### src/rtl/div_sequencer_if.sv
// div_sequencer_if
// Request/response bundle between the EX stage and the divide sequencer.
//   start/flush   : EX-stage request level and pipeline kill
//   funct3        : 100 DIV, 101 DIVU, 110 REM, 111 REMU
//   rs1/rs2       : dividend / divisor
//   busy          : stall request back to PC/IF/ID/EX
//   done          : result valid this cycle
//   result        : registered quotient or remainder
// master = EX stage side, slave = divide sequencer side.
interface div_sequencer_if #(
  parameter int XLEN = 32
);
  logic            start;
  logic            flush;
  logic [2:0]      funct3;
  logic [XLEN-1:0] rs1;
  logic [XLEN-1:0] rs2;
  logic            busy;
  logic            done;
  logic [XLEN-1:0] result;

  modport master (
    output start, flush, funct3, rs1, rs2,
    input  busy, done, result
  );

  modport slave (
    input  start, flush, funct3, rs1, rs2,
    output busy, done, result
  );
endinterface

### src/rtl/div_sequencer.sv
// div_sequencer
// Restoring divider for DIV/DIVU/REM/REMU, one quotient bit per cycle.
// Ports:
//   clk  : rising-edge clock
//   rst  : asynchronous active-high reset
//   dbus : div_sequencer_if.slave (start/flush/funct3/rs1/rs2 in,
//          busy/done/result out)
//
// state  | meaning
// -------+-----------------------------------------------------------
// IDLE   | waiting for start; special cases resolved here
// CALC   | XLEN restoring iterations, counter counts down to 0
// DONE   | result valid for one cycle, start ignored
module div_sequencer #(
  parameter int XLEN = 32
) (
  input  logic            clk,
  input  logic            rst,
  div_sequencer_if.slave  dbus
);
  localparam int CW = $clog2(XLEN);

  localparam logic [1:0] S_IDLE = 2'd0;
  localparam logic [1:0] S_CALC = 2'd1;
  localparam logic [1:0] S_DONE = 2'd2;

  logic [1:0]      state_q, state_d;
  logic [CW-1:0]   cnt_q, cnt_d;
  logic [XLEN-1:0] rem_q, rem_d;
  logic [XLEN-1:0] quo_q, quo_d;
  logic [XLEN-1:0] dvs_q, dvs_d;
  logic            is_rem_q, is_rem_d;
  logic            neg_q_q, neg_q_d;
  logic            neg_r_q, neg_r_d;
  logic [XLEN-1:0] result_q, result_d;

  logic            op_signed, op_rem;
  logic            rs1_neg, rs2_neg;
  logic [XLEN-1:0] rs1_abs, rs2_abs;
  logic            div_zero, ovf;

  logic [XLEN:0]   rem_sh, trial;
  logic            trial_ok;
  logic [XLEN-1:0] rem_step, quo_step, sel;

  assign op_signed = ~dbus.funct3[0];
  assign op_rem    = dbus.funct3[1];
  assign rs1_neg   = op_signed & dbus.rs1[XLEN-1];
  assign rs2_neg   = op_signed & dbus.rs2[XLEN-1];
  assign rs1_abs   = rs1_neg ? -dbus.rs1 : dbus.rs1;
  assign rs2_abs   = rs2_neg ? -dbus.rs2 : dbus.rs2;
  assign div_zero  = (dbus.rs2 == '0);
  assign ovf       = op_signed && (dbus.rs1 == {1'b1, {(XLEN-1){1'b0}}}) &&
                     (dbus.rs2 == '1);

  // Partial remainder is always below the divisor, so after the shift it
  // fits in XLEN+1 bits and the trial difference's MSB is its sign.
  assign rem_sh   = {rem_q, quo_q[XLEN-1]};
  assign trial    = rem_sh - {1'b0, dvs_q};
  assign trial_ok = ~trial[XLEN];
  assign rem_step = trial_ok ? trial[XLEN-1:0] : rem_sh[XLEN-1:0];
  assign quo_step = {quo_q[XLEN-2:0], trial_ok};
  assign sel      = is_rem_q ? rem_step : quo_step;

  always_comb begin
    state_d  = state_q;
    cnt_d    = cnt_q;
    rem_d    = rem_q;
    quo_d    = quo_q;
    dvs_d    = dvs_q;
    is_rem_d = is_rem_q;
    neg_q_d  = neg_q_q;
    neg_r_d  = neg_r_q;
    result_d = result_q;
    if (dbus.flush) begin
      state_d = S_IDLE;
    end else begin
      case (state_q)
        S_IDLE: begin
          if (dbus.start) begin
            is_rem_d = op_rem;
            neg_q_d  = rs1_neg ^ rs2_neg;
            neg_r_d  = rs1_neg;
            dvs_d    = rs2_abs;
            if (div_zero) begin
              // Divide-by-zero quotient is all-ones regardless of sign.
              result_d = op_rem ? dbus.rs1 : '1;
              state_d  = S_DONE;
            end else if (ovf) begin
              result_d = op_rem ? '0 : {1'b1, {(XLEN-1){1'b0}}};
              state_d  = S_DONE;
            end else begin
              cnt_d   = CW'(XLEN-1);
              rem_d   = '0;
              quo_d   = rs1_abs;
              state_d = S_CALC;
            end
          end
        end
        S_CALC: begin
          rem_d = rem_step;
          quo_d = quo_step;
          if (cnt_q == '0) begin
            result_d = (is_rem_q ? neg_r_q : neg_q_q) ? -sel : sel;
            state_d  = S_DONE;
          end else begin
            cnt_d = cnt_q - CW'(1);
          end
        end
        S_DONE:  state_d = S_IDLE;
        default: state_d = S_IDLE;
      endcase
    end
  end

  always_ff @(posedge clk or posedge rst) begin
    if (rst) begin
      state_q  <= S_IDLE;
      cnt_q    <= '0;
      rem_q    <= '0;
      quo_q    <= '0;
      dvs_q    <= '0;
      is_rem_q <= 1'b0;
      neg_q_q  <= 1'b0;
      neg_r_q  <= 1'b0;
      result_q <= '0;
    end else begin
      state_q  <= state_d;
      cnt_q    <= cnt_d;
      rem_q    <= rem_d;
      quo_q    <= quo_d;
      dvs_q    <= dvs_d;
      is_rem_q <= is_rem_d;
      neg_q_q  <= neg_q_d;
      neg_r_q  <= neg_r_d;
      result_q <= result_d;
    end
  end

  // busy is gated by rst so the stall drops the instant reset asserts,
  // even while start is still high.
  assign dbus.busy   = ~rst & (((state_q == S_IDLE) & dbus.start & ~dbus.flush) |
                               (state_q == S_CALC));
  assign dbus.done   = (state_q == S_DONE);
  assign dbus.result = result_q;
endmodule

### src/flat_wrapper.sv
// flat-port wrapper written by rule: the top's interface ports become plain ports
module div_sequencer_flat 
#(
  parameter int XLEN = 32
)
  (clk, rst, dbus_start, dbus_flush, dbus_funct3, dbus_rs1, dbus_rs2, dbus_busy, dbus_done, dbus_result);
  div_sequencer_if #(.XLEN(XLEN)) dbus_i ();
  input  logic clk;
  input  logic rst;
  input wire logic [$bits(dbus_i.start)-1:0] dbus_start;
  input wire logic [$bits(dbus_i.flush)-1:0] dbus_flush;
  input wire logic [$bits(dbus_i.funct3)-1:0] dbus_funct3;
  input wire logic [$bits(dbus_i.rs1)-1:0] dbus_rs1;
  input wire logic [$bits(dbus_i.rs2)-1:0] dbus_rs2;
  output wire logic [$bits(dbus_i.busy)-1:0] dbus_busy;
  output wire logic [$bits(dbus_i.done)-1:0] dbus_done;
  output wire logic [$bits(dbus_i.result)-1:0] dbus_result;
  assign dbus_i.start = dbus_start;
  assign dbus_i.flush = dbus_flush;
  assign dbus_i.funct3 = dbus_funct3;
  assign dbus_i.rs1 = dbus_rs1;
  assign dbus_i.rs2 = dbus_rs2;
  assign dbus_busy = dbus_i.busy;
  assign dbus_done = dbus_i.done;
  assign dbus_result = dbus_i.result;
  div_sequencer #(.XLEN(XLEN)) u_core (.clk(clk), .rst(rst), .dbus(dbus_i));
endmodule
### config.mk
export PLATFORM = sky130hd
export DESIGN_NAME = div_sequencer_flat
export DESIGN_NICKNAME = d
export VERILOG_FILES = /design/src/rtl/div_sequencer_if.sv /design/src/rtl/div_sequencer.sv /design/src/flat_wrapper.sv
export SDC_FILE = /design/constraint.sdc
export NUM_CORES = 1
export LEC_CHECK = 0
export CAP_MARGIN = 20
export CORE_ASPECT_RATIO = 0.8
export CORE_MARGIN = 2
export CORE_UTILIZATION = 55
export DETAILED_ROUTE_END_ITERATION = 8
export GPL_ROUTABILITY_DRIVEN = 0
export PLACE_DENSITY = 0.77
export SLEW_MARGIN = 25
export SYNTH_ARGS = -nofsm -noshare
export SYNTH_HDL_FRONTEND = slang
export SYNTH_SLANG_ARGS = --single-unit
### constraint.sdc
create_clock -name clk -period 6.5 [get_ports clk]
set_input_delay 1.3 -clock clk [delete_from_list [all_inputs] [get_ports clk]]
set_output_delay 1.3 -clock clk [all_outputs]
set_load 0.02 [all_outputs]
Word-level counts from Yosys, hierarchy flattened
Cells that the tools add are included.
{"block": "totals", "register_bits": 138, "in_bits": 71}
{"block": "op_classes", "addsub": 5, "eq_ne": 12, "muxes": 32, "bitwise_logic": 11, "n_reduce_logical": 11}
{"op": "$mux W32", "n": 17}
{"op": "$pmux W32 S2", "n": 3}
{"op": "$neg A32 Y32", "n": 3}
{"op": "$eq A32 B32 Y1 const B", "n": 2}
{"op": "$sub A33 B32 Y33", "n": 1}
{"op": "$logic_not A32 Y1", "n": 1}
{"op": "$mux W5", "n": 4}
{"op": "$mux W2", "n": 5}
{"op": "$pmux W5 S2", "n": 1}
{"op": "$reduce_and A5 Y1", "n": 2}
{"op": "$ne A2 B2 Y1 const B", "n": 4}
{"op": "$reduce_and A6 Y1", "n": 1}
{"op": "$and A1 B1 Y1", "n": 5}
{"op": "$logic_not A5 Y1", "n": 1}
{"op": "$sub A5 B1 Y5 const B", "n": 1}
{"op": "$not A1 Y1", "n": 4}
{"op": "$pmux W2 S2", "n": 1}
{"op": "$ne A3 B1 Y1 const B", "n": 1}
{"op": "$ne A3 B2 Y1 const B", "n": 1}
{"op": "$ne A3 B3 Y1 const B", "n": 1}
{"op": "$reduce_and A3 Y1", "n": 1}
{"op": "$eq A2 B1 Y1 const B", "n": 1}
{"op": "$eq A2 B2 Y1 const B", "n": 1}
{"op": "$logic_and A1 B1 Y1", "n": 2}
{"op": "7 further kinds", "n": 7}

Depth between registers and ports, before layout
Gate-level depths: netlist of run 1.
{"block": "logic_depth", "depth_word": 8, "ltp_mapped": 23, "ltp_nobuf": 20}

Least setup slack after synthesis of run 1
OpenSTA, ideal clock, no wires.
{"block": "synth_path", "kind": "register to register", "start": "register u_core.quo_q[31]", "end": "register u_core.result_q[22], in the netlist u_core.dbus.result[22]", "setup_ps": 90, "t_arrival_ps": 4399, "required_ps": 6410, "slack_ps": 2011, "stages_incl_launch_ff": 24, "path_buffers": 4, "path_cell_list": "dfrtp_1 inv_1 ha_1 inv_1 fa_1 a211oi_2 o211ai_2 a31oi_4 o22a_2 a21oi_4 nor2_2 buf_4 buf_4 buf_4 buf_2 nor3_1 a21oi_1 ha_1 o311a_1 o2111ai_1 nor3b_1 a31oi_1 xor2_1 o221ai_1"}
{"block": "synth_via", "elab_chain_cells": 7}
{"element": "start: declaration", "line": "div_sequencer.sv:30", "text": "logic [XLEN-1:0] quo_q, quo_d;"}
{"element": "start signal: assignment", "line": "div_sequencer.sv:131", "text": "quo_q <= quo_d;"}
{"element": "$sub A33 B32 Y33", "line": "div_sequencer.sv:59", "text": "assign trial = rem_sh - {1'b0, dvs_q};"}
{"element": "$mux W32 or $not A1 Y1 (tied branches)", "line": "div_sequencer.sv:61, div_sequencer.sv:60"}
{"element": "$mux W32 *", "line": "div_sequencer.sv:63", "text": "assign sel = is_rem_q ? rem_step : quo_step;"}
{"element": "$neg A32 Y32", "line": "div_sequencer.sv:104", "text": "result_d = (is_rem_q ? neg_r_q : neg_q_q) ? -sel : sel;"}
{"element": "$mux W32 *", "line": "div_sequencer.sv:104"}
{"element": "$mux W32 *", "line": "div_sequencer.sv:103", "text": "if (cnt_q == '0) begin"}
{"element": "$pmux W32 S2 *", "line": "div_sequencer.sv:78", "text": "case (state_q)"}
{"element": "end signal: assignment", "line": "div_sequencer.sv:136", "text": "result_q <= result_d;"}
{"element": "end: declaration", "line": "div_sequencer.sv:35", "text": "logic [XLEN-1:0] result_q, result_d;"}
Every way passes the cells marked *; elsewhere a longest branch is shown, timed or not. The select of a mux whose other input is x is not followed.
A chain may end at the register's enable or synchronous reset.

Worst setup path after layout of run 1
Same ends and word-level chain as after synthesis.

==> results of run 1 <==
==> flip-flops by register name, summed over array words and instances, names as in the netlist <==
| register | count |
|---|---|
| u_core.dbus.result | 32 |
| u_core.rem_q | 32 |
| u_core.quo_q | 32 |
| u_core.dvs_q | 32 |
| u_core.neg_r_q | 1 |
| u_core.state_q | 2 |
| u_core.cnt_q | 5 |
| u_core.neg_q_q | 1 |
| u_core.is_rem_q | 1 |
==> where the power goes <==
group	total (W)	internal, W	switching, W
logic	0.00334	0.00123	0.00211
clock network	0.00103	0.000615	0.000417
registers	0.00126	0.00104	0.000217
total	0.00563	0.00289	0.00275
==> metal layers <==
| layer | vias to the layer above | global-route usage | share of wire |
|---|---|---|---|
| met5 | - | 0 | 0 |
| met4 | 0 | 0.1046 | 0.024 |
| met3 | 68 | 0.05429 | 0.075 |
| met2 | 473 | 0.5030 | 0.46 |
| met1 | 5289 | 0.4396 | 0.44 |
| li1 | 5279 | - | - |
==> layout make-up <==
cell class	instances	share of cell area
well taps	264	0.02556
inverters	57	0.01694
clock inverters	14	0.01307
flip-flops and latches	138	0.2673
repair buffers	120	0.09062
multi-input cells	1158	0.5525
clock buffers	18	0.03398
==> metrics by stage <==
| step | util | setup slack, ps | instances | total power (W) |
|---|---|---|---|---|
| global placement | 0.6218 | 1271 | 1737 | 0.004398 |
| detailed placement | 0.6219 | 1152 | 1737 | 0.004477 |
| global route | 0.6527 | 613.5 | 1769 | 0.005989 |
| finish | 0.6527 | 973.6 | 1769 | 0.005631 |
| floorplan | - | 1504 | 1425 | 0.003653 |
| CTS | 0.6526 | 1122 | 1769 | 0.005542 |
==> layout by cell type, fill, tap and decap left out, types with 6 or more instances in the layout <==
cell type        instances
o221ai_1                12
nor4_1                  13
or4_1                   10
o211ai_1                10
o21a_1                   9
nand2_1                191
nor3_1                  32
inv_1                   54
o21ai_0                185
nand4_1                 15
nand2b_1                 9
nand3_1                 11
o41ai_1                  6
a21oi_1                147
buf_4                   16
xnor2_1                 59
a31oi_1                 21
clkdlybuf4s50_1        103
dfrtp_1                137
nor2b_1                  6
a211oi_1                 8
mux2_2                   6
clkbuf_16               17
mux2i_1                 30
ha_1                    38
a21o_1                  15
nor2_1                 128
o31ai_1                 19
or3_1                   17
xor2_1                  49
==> worst min path at each step <==
| stage | from | end | cells after the start |
|---|---|---|---|
| after detailed placement | u_core.dvs_q[3] | u_core.dvs_q[3] | 2 |
| after global placement | u_core.dvs_q[10] | u_core.dvs_q[10] | 2 |
| after CTS | u_core.dvs_q[3] | u_core.dvs_q[3] | 2 |
| after floorplan | u_core.dvs_q[10] | u_core.dvs_q[10] | 2 |
| final | u_core.dvs_q[11] | u_core.dvs_q[11] | 2 |
| after global routing | u_core.dbus.result[1] | u_core.dbus.result[1] | 2 |
==> worst max-delay path, cell delays in order (launching register included) <==
cell and delay, ps:
dfrtp_1 390, inv_1 110, ha_1 170, inv_1 50, fa_1 460, a211oi_2 280, o211ai_2 180, a31oi_4 310
o22ai_2 240, nor3_2 670, nor2_4 250, mux2i_1 270, nand2_1 110, o21ai_0 130, ha_1 210, o311a_1 250
o2111ai_1 200, nor3b_1 550, a31oi_1 180, xor2_1 220, o221ai_1 130
==> kinds of logic (layout without fill, tap and decap cells) <==
family | after synthesis | in the layout
XOR/XNOR | 108 | 108
multiplexers | 37 | 37
adder cells (fa/ha/maj) | 39 | 39
AO/OA/AOI/OAI | 497 | 497
flip-flops | 138 | 138
buffers and inverters | 129 | 209
AND/OR/NAND/NOR | 477 | 477
==> qor.txt, run 1 <==
CP endpoint kind: flop
Final WL: 33,440 um
Mapped Nets: 1,535
# port buffers: 103
Syn_area_per_cell: 7.780 um2
Final Max Slew Viols: 0
Period minus WS final: 5526 ps
Crit path required time: 6790 ps
Tcrit/Tclk final: 0.8502
DR pass1 iterations: 6
Most used DFF post-synth: dfrtp_1
HPWL Detailed: 24,680 um
Largest net degree at the start of global routing: 90
Crit path from: u_core.quo_q[31]
Setup TNS Final: 0 ps
Area occupied by multi-input gates: 0.007141 mm2
P_leak: 5.304 nW
Main combinational cell family by area after synthesis: compound AO/OA/AOI/OAI gates
Post-route cell area: 0.01292 mm2
Horiz. Die Dim: 162.7 um
Vias: 11,109
TritonCTS clock tree: yes
Site row count: 46
Synth Area in XOR/XNOR: 0.08532
Final hold vios: 0
Synth cell count leaders: nand2_1, o21ai_0, a21oi_1
Overall Global Routing Usage: 0.3157
Synth warn: 0
Worst clock skew: 7.949 ps
Max cap viols: 0
Top-area cell type share of the netlist area: 0.3115
First-pass GRT wire length: 53,210 um
Total gr overflow: 0
Fraction of layout cells with a size suffix above 1: 0.06512
Vias in the first global route: 10,315
Post-synth EDFFs: 0
Top-count cell post-synth: nand2_1
Drt drc: 0
Startpoint types: flop
Floorplan core area: 0.01980 mm2
RSZ-0062 raised after global routing: false
Cell Area, Synth: 0.01109 mm2
Slew @ Worst Pin: 1060 ps
Critical Path End: u_core.dbus.result[22]
Max-slew headroom: 0.2867
Fin nets: 1,602
Latest clock arrival within the worst-skew pair: 440 ps
Cts repair resizes: 0
FMAX: 181.0 MHz
Synth Area in Compound Gates: 0.2743
Initial antenna violation count: 0
Seq/Total Area, Yosys: 0.3115
Clk buf depth: 2
Mux contribution to synthesized area: 0.03408
IO Pins: 105
Async set or reset register ratio after synthesis: 1.000
Area contributors post-synth: dfrtp_1, o21ai_0, a21oi_1, nand2_1, xnor2_1
Starting Density: 0.5600
Wire per inst: 18.90 um
Clock transition at path regs: 60 ps
Root buffer cell: clkbuf_16
R2R Setup Slk: 970 ps
RR Endpoint: u_core.dbus.result[22]
Crit path DAT: 5810 ps
DRT antenna net count: 0
DP Area: 0.01231 mm2
Unique masters post-synth: 91
Final setup violating endpoints: 0
Synth Area in Adders: 0.04469
Clk sink count: 138
Fill count: 1,708
VDD IR-drop max: 0.0002076 V
H-tree level count: 4
PwrDens: 435.7 mW/mm2
Worst hold slack: 476.7 ps
Gate Count Post-Synth: 1,425
Reg area: 0.003455 mm2
Post-synth top area cell: dfrtp_1
TritonCTS buffer count: 17
Yosys reg bits: 138
Ant. Diodes: 0
Worst hold-check path type: flop to flop
Post-CTS setup buffer count: 0
Post-CTS Hold Buffers: 0
Area growth, synth to finish: 16.57%
Worst-path fanout max: 17
Worst r2r src: u_core.quo_q[31]
Worst Path Class, Setup: flop to flop
Die height: 131.0 um
1st-iter DRT viols: 1,367
Cells on worst reg2reg path: 20
Synth Area in Simple Gates: 0.2030
Status: finished, final reports clean
Die area: 0.02132 mm2
Number of vias per cell: 6.280
Note: power is estimated with default switching activity, not from simulation.
==> run 2: changes to the inputs <==
CAP_MARGIN = default   (was 20)
SLEW_MARGIN = default   (was 25)
==> qor.txt, run 2 (synthesized netlist as in run 1, its figures left out) <==
Status: finished, final reports clean
Clk buf depth: 2
Site row count: 46
Worst Path Class, Setup: flop to flop
Gr busiest metal: met2
Worst hold-check path type: flop to flop
Latest clock arrival within the worst-skew pair: 450 ps
Clk pwr share: 0.178
Horiz. Die Dim: 162.7 um
Post-route cell area: 0.01290 mm2
Drt drc: 0
RSZ-0062 raised after global routing: false
Final Max Slew Viols: 0
Largest net degree at the start of global routing: 90
Gate power share: 0.597
Worst clock skew: 9.918 ps
DR pass1 iterations: 5
Fraction of layout cells with a size suffix above 1: 0.06379
HPWL Detailed: 24,660 um
Cells on worst reg2reg path: 20
Cell Count, Final, Fillers Out: 1,769
Post-CTS setup buffer count: 0
Crit path DAT: 5780 ps
Final WL: 33,420 um
PwrDens: 433.4 mW/mm2
Reg area: 0.003455 mm2
Worst r2r src: u_core.quo_q[31]
Clk sink count: 138
Setup TNS Final: 0 ps
DP Area: 0.01231 mm2
Met1 Track Usage GR: 0.4371
CP max stage delay: 640 ps
RR Endpoint: u_core.dbus.result[22]
Vias in the first global route: 10,354
First-pass GRT wire length: 53,270 um
Die area: 0.02132 mm2
IO Pins: 105
FMAX: 182.2 MHz
Dpl ws: 1204 ps
Cts repair resizes: 0
Wire per inst: 18.89 um
Slowest stage cell on the critical path: nor3_2
Fin nets: 1,602
CP endpoint kind: flop
Critical Path End: u_core.dbus.result[22]
Hold Crit Start: u_core.dvs_q[11]
TritonCTS buffer count: 17
Slew @ Worst Pin: 1102 ps
Crit path from: u_core.quo_q[31]
Fill count: 1,716
Clock transition at path regs: 60 ps
Ant. Diodes: 0
Commonest non-fill, non-tap cell in the layout: nand2_1
TritonCTS clock tree: yes
Switching pwr: 0.002742 W
Final setup violating endpoints: 0
Max cap viols: 0
Area growth, synth to finish: 16.32%
1st-iter DRT viols: 1,329
Met3 Use GR: 0.05966
Root buffer cell: clkbuf_16
Vias: 11,146
VDD IR-drop max: 0.0002091 V
Final hold vios: 0
Overall Global Routing Usage: 0.3171
Flop pwr share: 0.225
Period minus WS final: 5487 ps
Crit path required time: 6790 ps
Area occupied by multi-input gates: 0.007136 mm2
Most frequent cells in the layout: nand2_1, o21ai_0, a21oi_1, dfrtp_1, nor2_1
Final WS setup: 1013 ps
Number of vias per cell: 6.301
Starting Density: 0.5600
Net Sw Frac: 0.4907
DRT antenna net count: 0
Startpoint types: flop
R2R Setup Slk: 1010 ps
Floorplan core area: 0.01980 mm2
Tcrit/Tclk final: 0.8442
Grt met2 use: 0.5067
# port buffers: 103
Total gr overflow: 0
Worst-path fanout max: 17
CP cell instances: inv_1, ha_1, inv_1, fa_1, a211oi_2, o211ai_2, a31oi_4, o22ai_2, nor3_2, nor2_4, mux2i_1, nand2_1, o21ai_0, ha_1, o311a_1, o2111ai_1, nor3b_1, a31oi_1, xor2_1, o221ai_1
Worst hold slack: 481.1 ps
Post-CTS Hold Buffers: 0
Initial antenna violation count: 0
Die height: 131.0 um
P_leak: 5.289 nW
Max-slew headroom: 0.2656
H-tree level count: 4
Dpl cells: 1,737
Internal power: 0.002846 W
[run 2: changes by cell type in the layout (fill, tap and decap cells not counted), sizes merged]
cell / before / now
bufinv: 3 / 2
clkinvlp: 2 / 3
[run 2: power groups by stage]
| stage | sequential [W] | combinational [W] | clock (W) |
|---|---|---|---|
| global placement | 0.00125 | 0.00314 | 0 |
| floorplan | 0.00118 | 0.00247 | 0 |
| global route | 0.00128 | 0.00362 | 0.00104 |
| finish | 0.00126 | 0.00334 | 0.000996 |
| CTS | 0.00125 | 0.00325 | 0.000995 |
| detailed placement | 0.00126 | 0.00321 | 0 |
[run 2: routing by layer]
metal,wire length [um],up-vias
li1,-,5285
met1,15010,5335
met2,15220,459
met3,2406,67
met4,780,0
met5,0,-
[run 2: through the flow]
step / util / power, W
5_1_grt: 0.6514 / 0.005937
3_3_place_gp: 0.6218 / 0.004398
6_report: 0.6514 / 0.005589
4_1_cts: 0.6514 / 0.005495
3_5_place_dp: 0.6218 / 0.004472
2_1_floorplan: - / 0.003653
[run 2: worst min path at each step]
stage	end	slack (ps)	depth (start not counted)
2_1_floorplan	u_core.dvs_q[10]	450	2
3_5_place_dp	u_core.dvs_q[3]	470	2
6_report	u_core.dvs_q[11]	480	2
3_3_place_gp	u_core.dvs_q[10]	470	2
4_1_cts	u_core.dvs_q[3]	480	2
5_1_grt	u_core.dbus.result[1]	500	2
[run 2: critical path: cells and delay by family, from the launching register on]
kind / cells / cell delay [ps]
AND/OR/NAND/NOR: 4 / 1540
buffers and inverters: 2 / 160
multiplexers: 1 / 270
AO/OA/AOI/OAI: 9 / 1900
XOR/XNOR: 1 / 220
adder cells (fa/ha/maj): 3 / 830
flip-flops: 1 / 400
[run 2: final cells by class]
class | count | share of cell area
clock inverters | 14 | 0.01135
well taps | 264 | 0.02561
multi-input cells | 1158 | 0.5533
inverters | 57 | 0.01698
flip-flops and latches | 138 | 0.2679
repair buffers | 120 | 0.09081
clock buffers | 18 | 0.03405
==> run 3: changes to the inputs <==
clock period = 5.3 ns   (was 6.5 ns; I/O delays follow)
==> qor.txt, run 3 (synthesized netlist as in run 1, its figures left out) <==
Final setup violating endpoints: 0
Die area: 0.02132 mm2
Fin util: 0.6606
DP Area: 0.01243 mm2
Max cap viols: 0
RR Endpoint: u_core.dbus.result[22]
Wire per inst: 19.11 um
Worst clock skew: 15.92 ps
Final hold vios: 0
Overall Global Routing Usage: 0.3241
Worst hold slack: 481.3 ps
Final WS setup: 279.0 ps
P_leak: 5.387 nW
Fin nets: 1,614
Final Max Slew Viols: 0
Die height: 131.0 um
Initial antenna violation count: 0
Root buffer cell: clkbuf_16
Clk buf depth: 2
R2R Setup Slk: 280 ps
Final WL: 34,020 um
CP endpoint kind: flop
Vias in the first global route: 10,489
Clock transition at path regs: 70 ps
Cells on worst reg2reg path: 21
Worst r2r src: u_core.quo_q[31]
Setup TNS Final: 0 ps
VDD IR-drop max: 0.0002858 V
Slew @ Worst Pin: 1104 ps
First-pass GRT wire length: 54,740 um
Fraction of layout cells with a size suffix above 1: 0.07058
Period minus WS final: 5021 ps
PwrDens: 540.8 mW/mm2
Post-CTS setup buffer count: 0
Worst hold-check path type: flop to flop
Floorplan core area: 0.01980 mm2
Number of vias per cell: 6.335
Clk sink count: 138
RSZ-0062 raised after global routing: false
H-tree level count: 4
Worst Path Class, Setup: flop to flop
DRT antenna net count: 0
Most frequent cells in the layout: nand2_1, o21ai_0, a21oi_1, dfrtp_1, nor2_1
FMAX: 199.2 MHz
Starting Density: 0.5600
Critical Path End: u_core.dbus.result[22]
Total gr overflow: 0
Latest clock arrival within the worst-skew pair: 440 ps
Startpoint types: flop
IO Pins: 105
Hold Crit Start: u_core.dvs_q[11]
Post-route cell area: 0.01308 mm2
Commonest non-fill, non-tap cell in the layout: nand2_1
Ant. Diodes: 0
Crit path from: u_core.quo_q[31]
Largest net degree at the start of global routing: 75
# port buffers: 103
Horiz. Die Dim: 162.7 um
TritonCTS clock tree: yes
Status: finished, final reports clean
Drt drc: 0
Cts repair resizes: 0
Max-slew headroom: 0.2642
Site row count: 46
DR pass1 iterations: 8
Worst-path fanout max: 15
1st-iter DRT viols: 1,233
Post-CTS Hold Buffers: 0
Tcrit/Tclk final: 0.9474
Area growth, synth to finish: 17.97%
HPWL Detailed: 25,330 um
TritonCTS buffer count: 17
Dpl ws: 474.6 ps
Crit path DAT: 5310 ps
Vias: 11,277
Crit path required time: 5590 ps
-- run 3: changes by cell type in the layout (fill, tap and decap cells not counted) --
cell	delta
buf_12	+2
buf_4	+10
bufinv_16	+3
clkinv_2	-3
clkinvlp_4	-1
-- run 3: layer usage --
layer / wire (um) / up-vias / track usage
li1: - / 5284 / -
met3: 2734 / 66 / 0.04956
met2: 15620 / 513 / 0.5182
met4: 733 / 0 / 0.09891
met1: 14930 / 5414 / 0.4569
met5: 0 / - / 0
-- run 3: worst min-delay path by stage --
stage / to / slack, ps / depth (start not counted)
floorplan: u_core.dvs_q[10] / 450 / 2
global placement: u_core.dvs_q[9] / 470 / 2
detailed placement: u_core.dvs_q[3] / 470 / 2
CTS: u_core.dvs_q[3] / 480 / 2
global route: u_core.dbus.result[16] / 510 / 2
finish: u_core.dvs_q[11] / 480 / 2
-- run 3: worst max-delay path, cell delays in order, from the launching register on --
cell	delay (ps)
dfrtp_1	390
inv_1	120
ha_1	180
inv_1	60
fa_1	450
a211oi_2	290
o211ai_2	200
a31oi_4	340
o22a_2	270
a21oi_4	130
nor2_4	250
buf_4	310
nor3_1	70
a21oi_1	250
ha_1	240
o311a_1	250
o2111ai_1	200
nor3b_1	220
buf_4	170
a31oi_1	100
xor2_1	230
o221ai_1	130
-- run 3: area by class of cell --
cell class	instances	area, um2
Fill cell	1753	6720
Multi-Input combinational cell	1158	7136
Timing Repair Buffer	132	1286
Clock inverter	13	214.0
Sequential cell	138	3455
Inverter	57	219.0
Tap cell	264	330.3
Clock buffer	18	439.2
-- run 3: power by group --
part / switching (W) / internal, W / total (W)
sequential: 0.000265 / 0.00128 / 0.00154
combinational: 0.00261 / 0.00155 / 0.00416
clock: 0.000516 / 0.000850 / 0.00137
-- run 3: through the flow --
stage                     cells  power (W)
after detailed placement   1749   0.005558
after CTS                  1780   0.006956
after global placement     1749   0.005475
after floorplan            1425   0.004480
final                      1780   0.007074
after global routing       1780   0.007512
